File: src/rtl/tm_sch_pri_sel_pkg.sv
// Shared constants for the priority-scheduler queue selector: default widths,
// control-word field offsets and FSM state encoding.
package tm_sch_pri_sel_pkg;

  localparam int SECOND_LVL_QUEUE_ID_NBITS = 6;
  localparam int SECOND_LVL_SCH_ID_NBITS   = 4;

  // Control word layout: {first_q, last_q}
  localparam int CTRL_LAST_Q_LSB = 0;

  function automatic int ctrl_first_q_lsb(input int qid_nbits);
    return qid_nbits;
  endfunction

  localparam logic [2:0] ST_IDLE = 3'd0;
  localparam logic [2:0] ST_RD   = 3'd1;
  localparam logic [2:0] ST_WAIT = 3'd2;
  localparam logic [2:0] ST_SCAN = 3'd3;
  localparam logic [2:0] ST_OUT  = 3'd4;

endpackage

File: src/rtl/tm_sch_pri_sel_if.sv
// Bus bundle for one selector instance: request in, control-memory read port,
// queue-nonempty probe and the selection result.
interface tm_sch_pri_sel_if
  import tm_sch_pri_sel_pkg::*;
#(
  parameter int QID_NBITS = SECOND_LVL_QUEUE_ID_NBITS,
  parameter int SCH_NBITS = SECOND_LVL_SCH_ID_NBITS
);

  logic                   req_valid;
  logic [SCH_NBITS-1:0]   req_sch_id;
  logic                   req_ready;

  logic                   pri_sch_ctrl_rd;
  logic [SCH_NBITS-1:0]   pri_sch_ctrl_raddr;
  logic                   pri_sch_ctrl_ack;
  logic [2*QID_NBITS-1:0] pri_sch_ctrl_rdata;

  logic [QID_NBITS-1:0]   q_chk_id;
  logic                   q_chk_nonempty;

  logic                   sel_valid;
  logic                   sel_ready;
  logic [SCH_NBITS-1:0]   sel_sch_id;
  logic [QID_NBITS-1:0]   sel_queue_id;
  logic                   sel_found;
  logic                   cfg_err;

  // master: the selector block itself
  modport master (
    input  req_valid, req_sch_id, pri_sch_ctrl_ack, pri_sch_ctrl_rdata,
           q_chk_nonempty, sel_ready,
    output req_ready, pri_sch_ctrl_rd, pri_sch_ctrl_raddr, q_chk_id,
           sel_valid, sel_sch_id, sel_queue_id, sel_found, cfg_err
  );

  // slave: the surrounding scheduler level, memory and queue lookup
  modport slave (
    output req_valid, req_sch_id, pri_sch_ctrl_ack, pri_sch_ctrl_rdata,
           q_chk_nonempty, sel_ready,
    input  req_ready, pri_sch_ctrl_rd, pri_sch_ctrl_raddr, q_chk_id,
           sel_valid, sel_sch_id, sel_queue_id, sel_found, cfg_err
  );

endinterface

File: src/rtl/tm_sch_req_fifo.sv
// Generic synchronous FIFO, 2^DEPTH_NBITS entries, show-ahead read data.
module tm_sch_req_fifo #(
  parameter int WIDTH       = 4,
  parameter int DEPTH_NBITS = 2
) (
  input  logic             clk,
  input  logic             rst_n,
  input  logic             wr_en,
  input  logic [WIDTH-1:0] wr_data,
  input  logic             rd_en,
  output logic [WIDTH-1:0] rd_data,
  output logic             empty,
  output logic             full
);

  localparam int DEPTH = 1 << DEPTH_NBITS;

  logic [WIDTH-1:0]       mem [DEPTH];
  logic [DEPTH_NBITS-1:0] wr_ptr, rd_ptr;
  logic [DEPTH_NBITS:0]   cnt;
  logic                   do_wr, do_rd;

  assign empty = (cnt == '0);
  assign full  = (cnt == (DEPTH_NBITS+1)'(DEPTH));

  // A pop frees the slot being written, so a full FIFO may push and pop together.
  assign do_rd = rd_en & ~empty;
  assign do_wr = wr_en & (~full | do_rd);

  assign rd_data = mem[rd_ptr];

  always_ff @(posedge clk) begin
    if (do_wr) mem[wr_ptr] <= wr_data;
  end

  always_ff @(posedge clk or negedge rst_n) begin
    if (!rst_n) begin
      wr_ptr <= '0;
      rd_ptr <= '0;
      cnt    <= '0;
    end else begin
      if (do_wr) wr_ptr <= wr_ptr + 1'b1;
      if (do_rd) rd_ptr <= rd_ptr + 1'b1;
      case ({do_wr, do_rd})
        2'b10:   cnt <= cnt + 1'b1;
        2'b01:   cnt <= cnt - 1'b1;
        default: cnt <= cnt;
      endcase
    end
  end

endmodule

File: src/rtl/tm_sch_pri_sel.sv
// Priority queue selector: fetch a scheduler's {first_q,last_q} range and return
// the lowest-numbered nonempty queue in it, one lookup at a time.
module tm_sch_pri_sel
  import tm_sch_pri_sel_pkg::*;
#(
  parameter int QID_NBITS        = SECOND_LVL_QUEUE_ID_NBITS,
  parameter int SCH_NBITS        = SECOND_LVL_SCH_ID_NBITS,
  parameter int FIFO_DEPTH_NBITS = 2
) (
  input  logic             clk,
  input  logic             rst_n,
  tm_sch_pri_sel_if.master bus
);

  localparam int CTRL_FIRST_Q_LSB = ctrl_first_q_lsb(QID_NBITS);

  logic [2:0]           state, state_nxt;
  logic [SCH_NBITS-1:0] cur_sch;
  logic [QID_NBITS-1:0] scan_q, last_q;
  logic [QID_NBITS-1:0] ack_first, ack_last;
  logic                 ack_err, wait_ack;
  logic                 in_scan, hit, scan_end, scan_done;
  logic                 sel_fire;

  logic                 fifo_push, fifo_pop, fifo_empty, fifo_full;
  logic [SCH_NBITS-1:0] fifo_head;

  logic [SCH_NBITS-1:0] sel_sch_q;
  logic [QID_NBITS-1:0] sel_qid_q;
  logic                 sel_found_q;

  assign fifo_push = bus.req_valid & ~fifo_full;

  tm_sch_req_fifo #(
    .WIDTH       (SCH_NBITS),
    .DEPTH_NBITS (FIFO_DEPTH_NBITS)
  ) u_req_fifo (
    .clk     (clk),
    .rst_n   (rst_n),
    .wr_en   (fifo_push),
    .wr_data (bus.req_sch_id),
    .rd_en   (fifo_pop),
    .rd_data (fifo_head),
    .empty   (fifo_empty),
    .full    (fifo_full)
  );

  assign ack_first = bus.pri_sch_ctrl_rdata[CTRL_FIRST_Q_LSB +: QID_NBITS];
  assign ack_last  = bus.pri_sch_ctrl_rdata[CTRL_LAST_Q_LSB +: QID_NBITS];
  assign ack_err   = (ack_first > ack_last);

  // Acks outside WAIT (e.g. a late one after reset) never reach the datapath.
  assign wait_ack  = (state == ST_WAIT) & bus.pri_sch_ctrl_ack;

  assign in_scan   = (state == ST_SCAN);
  assign hit       = in_scan & bus.q_chk_nonempty;
  assign scan_end  = in_scan & (scan_q == last_q);
  assign scan_done = hit | scan_end;

  assign sel_fire  = (state == ST_OUT) & bus.sel_ready;

  // Pop on entry to RD, either from IDLE or directly out of an accepted result.
  assign fifo_pop  = ~fifo_empty & ((state == ST_IDLE) | sel_fire);

  always_comb begin
    state_nxt = state;
    case (state)
      ST_IDLE: if (!fifo_empty) state_nxt = ST_RD;
      ST_RD:   state_nxt = ST_WAIT;
      ST_WAIT: if (bus.pri_sch_ctrl_ack) state_nxt = ack_err ? ST_OUT : ST_SCAN;
      ST_SCAN: if (scan_done) state_nxt = ST_OUT;
      ST_OUT:  if (bus.sel_ready) state_nxt = fifo_empty ? ST_IDLE : ST_RD;
      default: state_nxt = ST_IDLE;
    endcase
  end

  always_ff @(posedge clk or negedge rst_n) begin
    if (!rst_n) begin
      state   <= ST_IDLE;
      cur_sch <= '0;
    end else begin
      state <= state_nxt;
      if (fifo_pop) cur_sch <= fifo_head;
    end
  end

  // scan_q doubles as q_chk_id, so it only moves on ack or a scan miss.
  always_ff @(posedge clk or negedge rst_n) begin
    if (!rst_n) begin
      scan_q <= '0;
      last_q <= '0;
    end else if (wait_ack) begin
      last_q <= ack_last;
      if (!ack_err) scan_q <= ack_first;
    end else if (in_scan && !scan_done) begin
      scan_q <= scan_q + 1'b1;
    end
  end

  // Result registers hold while OUT waits on sel_ready.
  always_ff @(posedge clk or negedge rst_n) begin
    if (!rst_n) begin
      sel_sch_q   <= '0;
      sel_qid_q   <= '0;
      sel_found_q <= 1'b0;
    end else if (wait_ack && ack_err) begin
      sel_sch_q   <= cur_sch;
      sel_qid_q   <= '0;
      sel_found_q <= 1'b0;
    end else if (scan_done) begin
      sel_sch_q   <= cur_sch;
      sel_qid_q   <= hit ? scan_q : '0;
      sel_found_q <= hit;
    end
  end

  assign bus.req_ready          = ~fifo_full;
  assign bus.pri_sch_ctrl_rd    = (state == ST_RD);
  assign bus.pri_sch_ctrl_raddr = cur_sch;
  assign bus.q_chk_id           = scan_q;
  assign bus.sel_valid          = (state == ST_OUT);
  assign bus.sel_sch_id         = sel_sch_q;
  assign bus.sel_queue_id       = sel_qid_q;
  assign bus.sel_found          = sel_found_q;
  assign bus.cfg_err            = wait_ack & ack_err;

endmodule

File: src/flat_wrapper.sv
// flat-port wrapper written by rule: the top's interface ports become plain ports
module tm_sch_pri_sel_flat import tm_sch_pri_sel_pkg::*;
#(
  parameter int QID_NBITS        = SECOND_LVL_QUEUE_ID_NBITS,
  parameter int SCH_NBITS        = SECOND_LVL_SCH_ID_NBITS,
  parameter int FIFO_DEPTH_NBITS = 2
)
  (clk, rst_n, bus_req_valid, bus_req_sch_id, bus_pri_sch_ctrl_ack, bus_pri_sch_ctrl_rdata, bus_q_chk_nonempty, bus_sel_ready, bus_req_ready, bus_pri_sch_ctrl_rd, bus_pri_sch_ctrl_raddr, bus_q_chk_id, bus_sel_valid, bus_sel_sch_id, bus_sel_queue_id, bus_sel_found, bus_cfg_err);
  tm_sch_pri_sel_if #(.QID_NBITS(QID_NBITS), .SCH_NBITS(SCH_NBITS)) bus_i ();
  input  logic clk;
  input  logic rst_n;
  input wire logic [$bits(bus_i.req_valid)-1:0] bus_req_valid;
  input wire logic [$bits(bus_i.req_sch_id)-1:0] bus_req_sch_id;
  input wire logic [$bits(bus_i.pri_sch_ctrl_ack)-1:0] bus_pri_sch_ctrl_ack;
  input wire logic [$bits(bus_i.pri_sch_ctrl_rdata)-1:0] bus_pri_sch_ctrl_rdata;
  input wire logic [$bits(bus_i.q_chk_nonempty)-1:0] bus_q_chk_nonempty;
  input wire logic [$bits(bus_i.sel_ready)-1:0] bus_sel_ready;
  output wire logic [$bits(bus_i.req_ready)-1:0] bus_req_ready;
  output wire logic [$bits(bus_i.pri_sch_ctrl_rd)-1:0] bus_pri_sch_ctrl_rd;
  output wire logic [$bits(bus_i.pri_sch_ctrl_raddr)-1:0] bus_pri_sch_ctrl_raddr;
  output wire logic [$bits(bus_i.q_chk_id)-1:0] bus_q_chk_id;
  output wire logic [$bits(bus_i.sel_valid)-1:0] bus_sel_valid;
  output wire logic [$bits(bus_i.sel_sch_id)-1:0] bus_sel_sch_id;
  output wire logic [$bits(bus_i.sel_queue_id)-1:0] bus_sel_queue_id;
  output wire logic [$bits(bus_i.sel_found)-1:0] bus_sel_found;
  output wire logic [$bits(bus_i.cfg_err)-1:0] bus_cfg_err;
  assign bus_i.req_valid = bus_req_valid;
  assign bus_i.req_sch_id = bus_req_sch_id;
  assign bus_i.pri_sch_ctrl_ack = bus_pri_sch_ctrl_ack;
  assign bus_i.pri_sch_ctrl_rdata = bus_pri_sch_ctrl_rdata;
  assign bus_i.q_chk_nonempty = bus_q_chk_nonempty;
  assign bus_i.sel_ready = bus_sel_ready;
  assign bus_req_ready = bus_i.req_ready;
  assign bus_pri_sch_ctrl_rd = bus_i.pri_sch_ctrl_rd;
  assign bus_pri_sch_ctrl_raddr = bus_i.pri_sch_ctrl_raddr;
  assign bus_q_chk_id = bus_i.q_chk_id;
  assign bus_sel_valid = bus_i.sel_valid;
  assign bus_sel_sch_id = bus_i.sel_sch_id;
  assign bus_sel_queue_id = bus_i.sel_queue_id;
  assign bus_sel_found = bus_i.sel_found;
  assign bus_cfg_err = bus_i.cfg_err;
  tm_sch_pri_sel #(.QID_NBITS(QID_NBITS), .SCH_NBITS(SCH_NBITS), .FIFO_DEPTH_NBITS(FIFO_DEPTH_NBITS)) u_core (.clk(clk), .rst_n(rst_n), .bus(bus_i));
endmodule
File: config.mk
export PLATFORM = sky130hd
export DESIGN_NAME = tm_sch_pri_sel_flat
export DESIGN_NICKNAME = d
export VERILOG_FILES = /design/src/rtl/tm_sch_pri_sel_pkg.sv /design/src/rtl/tm_sch_pri_sel_if.sv /design/src/rtl/tm_sch_req_fifo.sv /design/src/rtl/tm_sch_pri_sel.sv /design/src/flat_wrapper.sv
export SDC_FILE = /design/constraint.sdc
export NUM_CORES = 1
export LEC_CHECK = 0
export BUFFER_PORTS_ARGS = -buffer_cell sky130_fd_sc_hd__buf_4
export CORE_UTILIZATION = 57
export CTS_CLUSTER_DIAMETER = 150
export CTS_CLUSTER_SIZE = 12
export DETAILED_ROUTE_END_ITERATION = 8
export MAX_ROUTING_LAYER = met4
export PLACE_DENSITY = 0.81
export SLEW_MARGIN = 5
export SYNTH_ARGS = -nofsm -noshare
export SYNTH_HDL_FRONTEND = slang
export SYNTH_SLANG_ARGS = --single-unit
File: constraint.sdc
create_clock -name clk -period 3.7 [get_ports clk]
set_input_delay 0.555 -clock clk [delete_from_list [all_inputs] [get_ports clk]]
set_output_delay 0.555 -clock clk [all_outputs]
set_load 0.1 [all_outputs]
==> results by group, run 1 <==
Outcome
  • Outcome: finished, final reports clean

STA
  • Period utilisation layout: a little over two thirds
  • Slew @ Worst Pin: 0.7594 ns
  • Fmax: 0.3837 GHz
  • Slew headroom: about half
  • Final hold violation count: 0
  • Max Slew Vio Count: 0
  • Final setup margin: roughly 1.1 ns
  • # setup viols final: 0
  • Setup TNS Final: 0 ns
  • RSZ-0062 raised after global routing: false
  • Clock skew: between 0.01 and 0.015 ns
  • Final min period: ~2.6 ns

Hold path
  • HP Class: input port to async pin

CTS
  • CTS Buf Count: 5
  • CTS Sinks: 53
  • Post-CTS Resized: 0
  • TritonCTS clock tree: yes
  • Worst skew pair latency: roughly 0.31 ns
  • Worst-path clk slew: 0.10 ns
  • Clk buf depth: 2
  • Root Driver: clkbuf_8
  • Setup bufs post-CTS: 0
  • # hold bufs at CTS: 0
  • H-tree lvl count: 2

Setup path
  • CP endpoint kind: output port
  • R2r worst-path depth: 9
  • Kind of critical path: input port to output port
  • WP data required: roughly 3.1 ns
  • R2r startpoint: u_core.u_req_fifo.cnt[1]$_DFFE_PN0P_
  • Type of origin of the critical path: input port
  • Crit path max fanout: 6
  • R2R Setup Slk: between 1 and 1.5 ns
  • Reg2reg end: u_core.u_req_fifo.cnt[2]$_DFFE_PN0P_
  • Critical path arrival: between 2 and 2.5 ns

Logic synthesis
  • Share of the yosys chip area belonging to registers: around 53%
  • Synth top area cells: dfrtp_1 (35%), edfxtp_1 (18%), ha_1 (5.7%), mux4_2 (3.4%), xnor2_1 (3.3%)
  • Compound-Gate Fraction of Synth Area: a little over an eighth
  • Post-Synth Adder-Cell Area: 6.449%
  • Synthesized area: 0.002639 mm2
  • Synth Warn #: 0
  • Post-Synth XOR/XNOR Area: 3.983%
  • Mapped Nets: ~250
  • EDFF count, synth: 16
  • Cell variety after synth: 55
  • Top-area cell type share of the netlist area: 35.09%
  • Top_reg_cell synth: dfrtp_1
  • Main combinational cell family by area after synthesis: compound AO/OA/AOI/OAI gates
  • Synth async-reset ratio: ~70%
  • Post-synthesis mux area share: about 7.5%
  • Mapped Cells: about 210
  • Synth Register Bits: between 50 and 60
  • Mean area per synthesized cell: between 10 and 15 um2
  • Synth Area in Simple Gates: 11.85%
  • Area leader, netlist: dfrtp_1

Drt
  • ANT nets after route: 0
  • DRC Markers: 0
  • Drt initial violations: between 150 and 200
  • Drt pass-1 iters: 4
  • WL/cell: between 15 and 20 um
  • Vias: roughly 1800
  • Drt total wl: approximately 5100 um
  • Via density: between 5 and 6

Global route
  • Initial antenna violation count: 0
  • Total Routing Usage GR: a little under a quarter
  • Total grt overflow: 0
  • Largest net degree at the start of global routing: 38
  • First-pass GRT wire length: about 8300 um
  • Vias in the first global route: approximately 1800

Job
  • Maxcap violations: 0

Placed design
  • Placed Instance Area: between 0.003 and 0.004 mm2
  • Dpl hpwl: approximately 3700 um
  • RePlAce Congestion: roughly 0.83
  • # port buffers: 46
  • Pre-CTS setup slack: between 1 and 1.5 ns

Floorplan
  • Die Wd: ~70 um
  • Core ar.: between 0.004 and 0.005 mm2
  • Chip height: 70.04 um
  • # rows: 24
  • # IOs: 47
  • Starting Density: about 60%
  • Full die area: roughly 0.0049 mm2

Layout
  • Nets: ~290
  • Share of layout cells above drive strength 1: a little under a third
  • ANT cells: 0
  • Final core occ: 70.69%
  • Area Growth Syn to Fin: 18.25%
  • Final instance area: between 0.003 and 0.004 mm2
cell usage after synthesis (all sizes together) (2+ instances only):
cell type / instances
a21o: 2
a21oi: 4
a22o: 6
and2: 3
and3: 6
buf: 3
clkbuf: 5
dfrtp: 37
edfxtp: 16
ha: 12
inv: 14
mux2: 8
mux4: 4
nand2: 17
nand3: 6
nand4: 4
nor2: 9
nor3b: 2
o211ai: 4
o21ai: 12
o21bai: 2
o22ai: 2
o2bb2a: 2
o31a: 2
xnor2: 10
xor2: 2
critical path: stages:
cell	delay, ns
buf_4	0.08
inv_1	0.04
ha_1	0.31
nand4_1	0.16
o21bai_1	0.23
a31o_4	0.28
inv_4	0.10
buf_4	0.30
worst max-delay path by stage:
stage / startpoint / endpoint / slack (ns) / cells after the start
after floorplan: u_core.state[1]$_DFFE_PN0P_ / bus_pri_sch_ctrl_rd / 0.43 / 2
after detailed placement: bus_pri_sch_ctrl_rdata[5] / bus_cfg_err / 1.10 / 8
after global placement: bus_pri_sch_ctrl_rdata[5] / bus_cfg_err / 1.14 / 8
after global routing: bus_pri_sch_ctrl_rdata[5] / bus_cfg_err / 1.00 / 8
final: bus_pri_sch_ctrl_rdata[5] / bus_cfg_err / 1.09 / 8
after CTS: bus_pri_sch_ctrl_rdata[5] / bus_cfg_err / 1.09 / 8
per-layer routing:
metal,global-route usage [%],vias to the layer above,part of all wire (%)
met2,40.28,43,52
met1,26.28,892,42
li1,-,865,-
met4,8.222,0,1.6
met3,4.906,7,3.5
met5,-,-,0
through the flow:
stage               hold WS, ns  std cells
finish                   0.1791        312
global route             0.2009        312
CTS                      0.1959        312
detailed placement       0.4739        304
global placement         0.4741        304
floorplan                0.2594        214
cells in the final DEF (no fill, tap or decap), types with 2 or more instances in the layout:
master,n
nor2_1,9
buf_4,46
clkbuf_8,5
o211ai_1,4
nor3b_1,2
mux2_2,6
o22ai_1,2
a22o_2,6
o21ai_2,2
and2_1,2
ha_1,12
xnor2_1,10
o31a_1,2
nand4_1,4
and3_1,6
o21ai_0,10
mux4_2,4
mux2_4,2
xor2_1,2
a21oi_1,3
edfxtp_1,16
nand2_1,17
inv_1,13
dfrtp_1,37
o2bb2a_1,2
nand3_1,6
logic make-up after synthesis:
group / count (synthesis)
flops: 53
simple gates: 57
mux: 13
xor+xnor: 12
compound gates: 43
fa+ha+maj: 13
buf+inv: 23
layout make-up:
cell class,instances,area (um2)
inverter,15,58.81
fill,334,1294
sequential,53,1406
tap,52,65.06
clock inverter,2,38.79
clock buffer,6,73.82
multi-input combinational,138,1132
timing repair buffer,46,345.3
registers in the layout, summed over array words and instances (netlist names):
register                       flops
u_core.state                       3
u_core.last_q                      6
u_core.bus.sel_sch_id              4
u_core.u_req_fifo.mem             16
u_core.bus.q_chk_id                6
u_core.u_req_fifo.rd_ptr           2
u_core.bus.pri_sch_ctrl_raddr      4
u_core.u_req_fifo.wr_ptr           2
u_core.bus.sel_found               1
u_core.bus.sel_queue_id            6
u_core.u_req_fifo.cnt              3
Power of run 1 is left out: the tool's default activity adds up to more than one toggle a clock period on the data nets, which glitch-free logic cannot reach.
==> inputs of run 2 (changes only) <==
ABC_AREA = 1   (was unset)
CORE_UTILIZATION = 56   (was 57)
PLACE_DENSITY = 0.79   (was 0.81)
clock period = 2.5 ns   (was 3.7 ns; I/O delays follow)
==> run 2 against run 1 <==
Against the previous run:
- worst setup slack got worse by 0.79 ns
- largest cell class unchanged
- highest routed layer unchanged
- critical path depth grew 3
- utilization fell by 1.8 points
==> results by group, run 2 <==
Floorplan
  • Chip height: 72.68 um (was 70.04 um)
  • # IOs: 47 (unchanged)
  • Full die area: 0.005282 mm2 (was 0.004906 mm2)
  • Core ar.: 0.004755 mm2 (was 0.004414 mm2)
  • Starting Density: 58.84% (was 59.78%)
  • Die Wd: 72.68 um (was 70.04 um)
  • # rows: 25 (was 24)

CTS
  • TritonCTS clock tree: yes (unchanged)
  • H-tree lvl count: 2 (unchanged)
  • Setup bufs post-CTS: 0 (unchanged)
  • Clk buf depth: 2 (unchanged)
  • Post-CTS Resized: 0 (unchanged)
  • CTS Sinks: 53 (unchanged)
  • # hold bufs at CTS: 0 (unchanged)
  • Worst-path clk slew: 0.10 ns (about the same)
  • Worst skew pair latency: 0.31 ns (about the same)
  • CTS Buf Count: 5 (unchanged)
  • Root Driver: clkbuf_8 (unchanged)

STA
  • Max Slew Vio Count: 0 (unchanged)
  • Fmax: about 0.46 GHz
  • Final hold violation count: 0 (unchanged)
  • Final min period: about 2.2 ns
  • Setup TNS Final: 0 ns (unchanged)
  • Clock skew: 0.007660 ns (was 0.01320 ns)
  • Slew @ Worst Pin: 0.4745 ns (was 0.7594 ns)
  • RSZ-0062 raised after global routing: false (unchanged)
  • Slew headroom: 68.37% (was 49.09%)
  • # setup viols final: 0 (unchanged)
  • Hold slack: 0.005945 ns (was 0.1791 ns)
  • Period utilisation layout: slightly below 90%

Logic synthesis
  • Post-Synth Adder-Cell Area: 6.082% (was 6.449%)
  • Mapped Nets: 363 (was 249)
  • Synth async-reset ratio: 69.81% (unchanged)
  • Top_reg_cell synth: dfrtp_1 (unchanged)
  • Share of the yosys chip area belonging to registers: 50.27% (was 53.30%)
  • Synth top area cells: dfrtp_1 (33%), edfxtp_1 (17%), nand2_1 (12%), inv_1 (5.5%), ha_1 (5.4%) (was dfrtp_1 (35%), edfxtp_1 (18%), ha_1 (5.7%), mux4_2 (3.4%), xnor2_1 (3.3%))
  • Area leader, netlist: dfrtp_1 (unchanged)
  • Compound-Gate Fraction of Synth Area: 5.725% (was 13.13%)
  • Post-synthesis mux area share: 0% (was 7.492%)
  • Synthesized area: 0.002798 mm2 (was 0.002639 mm2)
  • Mean area per synthesized cell: 8.530 um2 (was 12.33 um2)
  • Top cells by count, synth: nand2_1 (91), inv_1 (41), nor2_1 (38) (was dfrtp_1 (37), nand2_1 (17), edfxtp_1 (16))
  • Synth Warn #: 0 (unchanged)
  • EDFF count, synth: 16 (unchanged)
  • Synth Area in Simple Gates: 27.42% (was 11.85%)
  • Top-area cell type share of the netlist area: 33.09% (was 35.09%)
  • Cell variety after synth: 28 (was 55)
  • Synth Register Bits: 53 (unchanged)
  • Main combinational cell family by area after synthesis: simple AND/OR/NAND/NOR gates (was compound AO/OA/AOI/OAI gates)
  • Mapped Cells: 328 (was 214)
  • Post-Synth XOR/XNOR Area: 2.191% (was 3.983%)
  • Most frequent cell after synthesis: nand2_1 (was dfrtp_1)

Drt
  • DRC Markers: 0 (unchanged)
  • Drt initial violations: 60 (was 192)
  • Vias: 2183 (was 1807)
  • Via density: 4.939 (was 5.792)
  • WL/cell: 11.74 um (was 16.29 um)
  • ANT nets after route: 0 (unchanged)
  • Drt pass-1 iters: 4 (unchanged)
  • Drt total wl: 5189 um (was 5081 um)

Layout
  • Max reg flops: 16 (unchanged)
  • Most frequent cells in the layout: nand2_1 (91), buf_4 (47), inv_1 (41), nor2_1 (38), dfrtp_1 (37) (was buf_4 (46), dfrtp_1 (37), nand2_1 (17), edfxtp_1 (16), inv_1 (13))
  • Nets: 409 (was 294)
  • Area Growth Syn to Fin: 17.08% (was 18.25%)
  • Share of layout cells above drive strength 1: 21.07% (was 31.92%)
  • Most flops, register: u_core.u_req_fifo.mem (unchanged)
  • ANT cells: 0 (unchanged)
  • Most common cell after layout, fill and taps aside: nand2_1 (was buf_4)

Global route
  • Vias in the first global route: 2086 (was 1761)
  • Initial antenna violation count: 0 (unchanged)
  • Total Routing Usage GR: 22.84% (was 23.10%)
  • First-pass GRT wire length: 8818 um (was 8349 um)
  • Total grt overflow: 0 (unchanged)
  • Largest net degree at the start of global routing: 38 (unchanged)

Setup path
  • Crit path max fanout: 10 (was 6)
  • Critical path arrival: 2.38 ns (was 2.05 ns)
  • Type of origin of the critical path: flip-flop (was input port)
  • Kind of critical path: flip-flop to flip-flop (was input port to output port)
  • WP data required: 2.69 ns (was 3.14 ns)
  • CP endpoint kind: flip-flop (was output port)

Placed design
  • # port buffers: 46 (unchanged)
  • RePlAce Congestion: 0.8959 (was 0.8347)
  • Dpl hpwl: 3963 um (was 3740 um)

Hold path
  • HP Class: input port to async pin (unchanged)

Outcome
  • Outcome: finished, final reports clean (unchanged)

Job
  • Maxcap violations: 0 (unchanged)
[run 2: cell families (layout without fill, tap and decap cells)]
family | Yosys count | count (layout)
simple gates | 169 | 169
buf+inv | 55 | 102
flops | 53 | 53
compound gates | 31 | 31
fa+ha+maj | 13 | 13
xor+xnor | 7 | 7
[run 2: final cells by class]
| class | count | area, um2 |
|---|---|---|
| clock buffers | 6 | 72.57 |
| inverters | 47 | 177.7 |
| well taps | 67 | 83.83 |
| multi-input cells | 220 | 1169 |
| fillers | 418 | 1479 |
| flip-flops and latches | 53 | 1406 |
| repair buffers | 47 | 352.8 |
| clock inverters | 2 | 13.76 |
[run 2: metal layers]
metal	track usage, %	up-vias	wire length, um
met3	5.525	8	186
met4	6.536	0	69
met5	-	-	0
met1	25.80	1016	2234
li1	-	1118	-
met2	40.29	41	2698
[run 2: critical path: stages, from the launching register on]
cell and delay (ns):
dfrtp_1 0.41, nor2_1 0.19, inv_1 0.10, nor2_1 0.09, nand2_1 0.07, clkinv_1 0.17, ha_1 0.18, inv_1 0.07
fa_1 0.38, a21oi_1 0.14, o21ai_0 0.11, xor2_1 0.15
[run 2: final timing paths]
kind                       slack [ns]  cells after the start                                      endpoint                            startpoint
setup / recovery                 0.31                     11          u_core.u_req_fifo.cnt[2]$_DFFE_PN0P_           u_core.state[0]$_DFFE_PN0P_
hold / removal                  0.006                      1                  u_core.last_q[2]$_DFFE_PN0P_                                 rst_n
setup reg to reg                 0.31                     11          u_core.u_req_fifo.cnt[2]$_DFFE_PN0P_           u_core.state[0]$_DFFE_PN0P_
hold reg to reg                  0.48                      1          u_core.u_req_fifo.cnt[0]$_DFFE_PN0P_  u_core.u_req_fifo.cnt[0]$_DFFE_PN0P_
max in group asynchronous        2.15                      1  u_core.bus.pri_sch_ctrl_raddr[3]$_DFFE_PN0P_                                 rst_n
min in group clk                 0.26                      1         u_core.u_req_fifo.mem[1][3]$_DFFE_PP_                     bus_req_sch_id[3]
[run 2: through the flow]
stage	std cells	cell area, um2	util, %	worst slack, ns
finish	442	3276	68.89	0.3069
global route	442	3276	68.89	0.1128
CTS	442	3276	68.89	0.2880
detailed placement	434	3189	67.08	0.3335
global placement	434	3189	67.08	0.4464
floorplan	328	2808	-	0.01190
Power of run 2 is left out for the same reason.
==> inputs of run 3 (changes only) <==
BUFFER_PORTS_ARGS = unset   (was -buffer_cell sky130_fd_sc_hd__buf_4)
CORE_UTILIZATION = 57   (was 56)
DONT_BUFFER_PORTS = 1   (was unset)
PLACE_DENSITY = 0.72   (was 0.79)
==> run 3 against run 2 <==
Against the previous run:
- die area decreased by 1.7%
- global-route usage is 0.31 points higher
- non-clock buffer count decreased by 34
- largest cell class unchanged
- register-to-register slack is essentially flat
- via count fell by 5.5%
- utilization down 4.0 points
- critical endpoint unchanged
- sequential share of layout area up 2.9 points
- worst hold slack better by 0.16 ns
- count of clock-buffer cells in the layout did not move
- routed wire length up 2.8%
- highest routed layer unchanged
- flip-flop and latch count did not move
==> results by group, run 3 (synthesis gave the netlist of run 2 again) <==
CTS
  • Worst-path clk slew: 0.10 ns (about the same)
  • Post-CTS Resized: 0 (unchanged)
  • CTS Sinks: 53 (unchanged)
  • H-tree lvl count: 2 (unchanged)
  • CTS Buf Count: 5 (unchanged)
  • Setup bufs post-CTS: 0 (unchanged)
  • Worst skew pair latency: 0.30 ns (was 0.31 ns)
  • TritonCTS clock tree: yes (unchanged)
  • Clk buf depth: 2 (unchanged)
  • Root Driver: clkbuf_8 (unchanged)

Drt
  • Via density: 5.054 (was 4.939)
  • WL/cell: 13.08 um (was 11.74 um)
  • DRC Markers: 0 (unchanged)
  • Drt initial violations: 153 (was 60)
  • Vias: 2062 (was 2183)
  • ANT nets after route: 0 (unchanged)
  • Drt total wl: 5335 um (was 5189 um)
  • Drt pass-1 iters: 4 (unchanged)

Layout
  • Final core occ: 64.93% (was 68.89%)
  • Area Growth Syn to Fin: 9.615% (was 17.08%)
  • Most flops, register: u_core.u_req_fifo.mem (unchanged)
  • Max reg flops: 16 (unchanged)
  • Nets: 375 (was 409)
  • Final cell count without fillers: 408 (was 442)
  • ANT cells: 0 (unchanged)
  • Most frequent cells in the layout: nand2_1 (91), inv_1 (41), nor2_1 (37), dfrtp_1 (37), o21ai_0 (22) (was nand2_1 (91), buf_4 (47), inv_1 (41), nor2_1 (38), dfrtp_1 (37))
  • Most common cell after layout, fill and taps aside: nand2_1 (unchanged)
  • Share of layout cells above drive strength 1: 13.49% (was 21.07%)

Setup path
  • Crit path max fanout: 10 (unchanged)
  • CP endpoint kind: flip-flop (unchanged)
  • Type of origin of the critical path: flip-flop (unchanged)
  • Critical Path Max Stage Delay: 0.45 ns (was 0.41 ns)
  • Kind of critical path: flip-flop to flip-flop (unchanged)
  • Crit path buffers/inverters: 3 (unchanged)
  • WP data required: 2.69 ns (about the same)
  • Slowest stage cell, crit path: dfrtp_1 (unchanged)
  • Critical Path, Cell by Cell: nor2_1 -> inv_1 -> nor2_1 -> nand2_1 -> clkinv_1 -> ha_1 -> inv_1 -> fa_1 -> a21oi_1 -> o21ai_0 -> xor2_1 (unchanged)
  • Critical path arrival: 2.39 ns (was 2.38 ns)
  • Crit path max-delay family: adder cells (unchanged)
  • R2R Setup Slk: 0.30 ns (was 0.31 ns)

STA
  • Setup TNS Final: 0 ns (unchanged)
  • Clock skew: 0.007188 ns (was 0.007660 ns)
  • Final min period: 2.201 ns (was 2.193 ns)
  • # setup viols final: 0 (unchanged)
  • Final hold violation count: 0 (unchanged)
  • Slew headroom: 36.06% (was 68.37%)
  • Fmax: 0.4542 GHz (was 0.4560 GHz)
  • Max Slew Vio Count: 0 (unchanged)
  • RSZ-0062 raised after global routing: false (unchanged)
  • Slew @ Worst Pin: 0.9591 ns (was 0.4745 ns)
  • Hold slack: 0.1641 ns (was 0.005945 ns)
  • Period utilisation layout: 88.06% (was 87.72%)

Floorplan
  • # rows: 25 (unchanged)
  • Core ar.: 0.004723 mm2 (was 0.004755 mm2)
  • Full die area: 0.005193 mm2 (was 0.005282 mm2)
  • Die Wd: 72.06 um (was 72.68 um)
  • Starting Density: 59.23% (was 58.84%)
  • # IOs: 47 (unchanged)
  • Chip height: 72.06 um (was 72.68 um)

Global route
  • Total grt overflow: 0 (unchanged)
  • Initial antenna violation count: 0 (unchanged)
  • Total Routing Usage GR: 23.15% (was 22.84%)
  • First-pass GRT wire length: 9059 um (was 8818 um)
  • Vias in the first global route: 1951 (was 2086)
  • Largest net degree at the start of global routing: 38 (unchanged)

Placed design
  • RePlAce Congestion: 0.8532 (was 0.8959)
  • Dpl hpwl: 4049 um (was 3963 um)
  • Placed Cells incl. Taps: 398 (was 434)
  • # port buffers: 0 (was 46)

Job
  • Maxcap violations: 0 (unchanged)

Hold path
  • HP Class: input port to flip-flop (was input port to async pin)

Outcome
  • Outcome: finished, final reports clean (unchanged)
run 3: cell types whose count changed in the layout (fill, tap and decap cells not counted), sizes merged:
| cell | before | now |
|---|---|---|
| buf | 47 | 12 |
| clkinv | 3 | 4 |
| dlygate4sd3 | 0 | 1 |
| inv | 46 | 45 |
run 3: routing by layer:
| metal | up-vias | share of wire [%] | track usage [%] |
|---|---|---|---|
| met5 | - | 0 | - |
| met4 | 0 | 1.2 | 7.190 |
| met3 | 7 | 6.5 | 4.306 |
| met2 | 73 | 43 | 32.81 |
| met1 | 930 | 49 | 33.89 |
| li1 | 1052 | - | - |
run 3: worst paths after layout:
path,start,to,depth (start not counted)
hold / removal,bus_req_sch_id[1],u_core.u_req_fifo.mem[0][1]$_DFFE_PP_,0
max in group asynchronous,rst_n,u_core.u_req_fifo.cnt[0]$_DFFE_PN0P_,2
min in group asynchronous,rst_n,u_core.bus.sel_queue_id[5]$_DFFE_PN0P_,2
setup reg to reg,u_core.state[1]$_DFFE_PN0P_,u_core.u_req_fifo.cnt[2]$_DFFE_PN0P_,11
hold reg to reg,u_core.u_req_fifo.cnt[0]$_DFFE_PN0P_,u_core.u_req_fifo.cnt[0]$_DFFE_PN0P_,1
setup / recovery,u_core.state[1]$_DFFE_PN0P_,u_core.u_req_fifo.cnt[2]$_DFFE_PN0P_,11
run 3: area by class of cell:
class                      count  area, um2
clock inverter                 2      13.76
sequential                    53       1406
clock buffer                   6      82.58
tap                           67      83.83
fill                         398       1657
inverter                      47      177.7
timing repair buffer          13      125.1
multi-input combinational    220       1177
run 3: metrics by stage:
step / area (um2) / setup WS, ns
2_1_floorplan: 2808 / 0.01190
3_3_place_gp: 2940 / 0.3983
3_5_place_dp: 2940 / 0.3048
4_1_cts: 3067 / 0.2959
5_1_grt: 3067 / 0.1442
6_report: 3067 / 0.2985
run 3: timing repair:
item	4_1_cts	5_1_grt
endpoints found under the setup margin	0	0
hold buffers	2	0
endpoints found under the hold margin	37	0
run 3: worst register-to-register path: stages (launching register included):
cell and delay, ns:
dfrtp_1 0.45, nor2_1 0.18, inv_1 0.12, nor2_1 0.09
nand2_1 0.07, clkinv_1 0.17, ha_1 0.17, inv_1 0.06
fa_1 0.38, a21oi_1 0.14, o21ai_0 0.10, xor2_1 0.15
Power of run 3 is left out for the same reason.
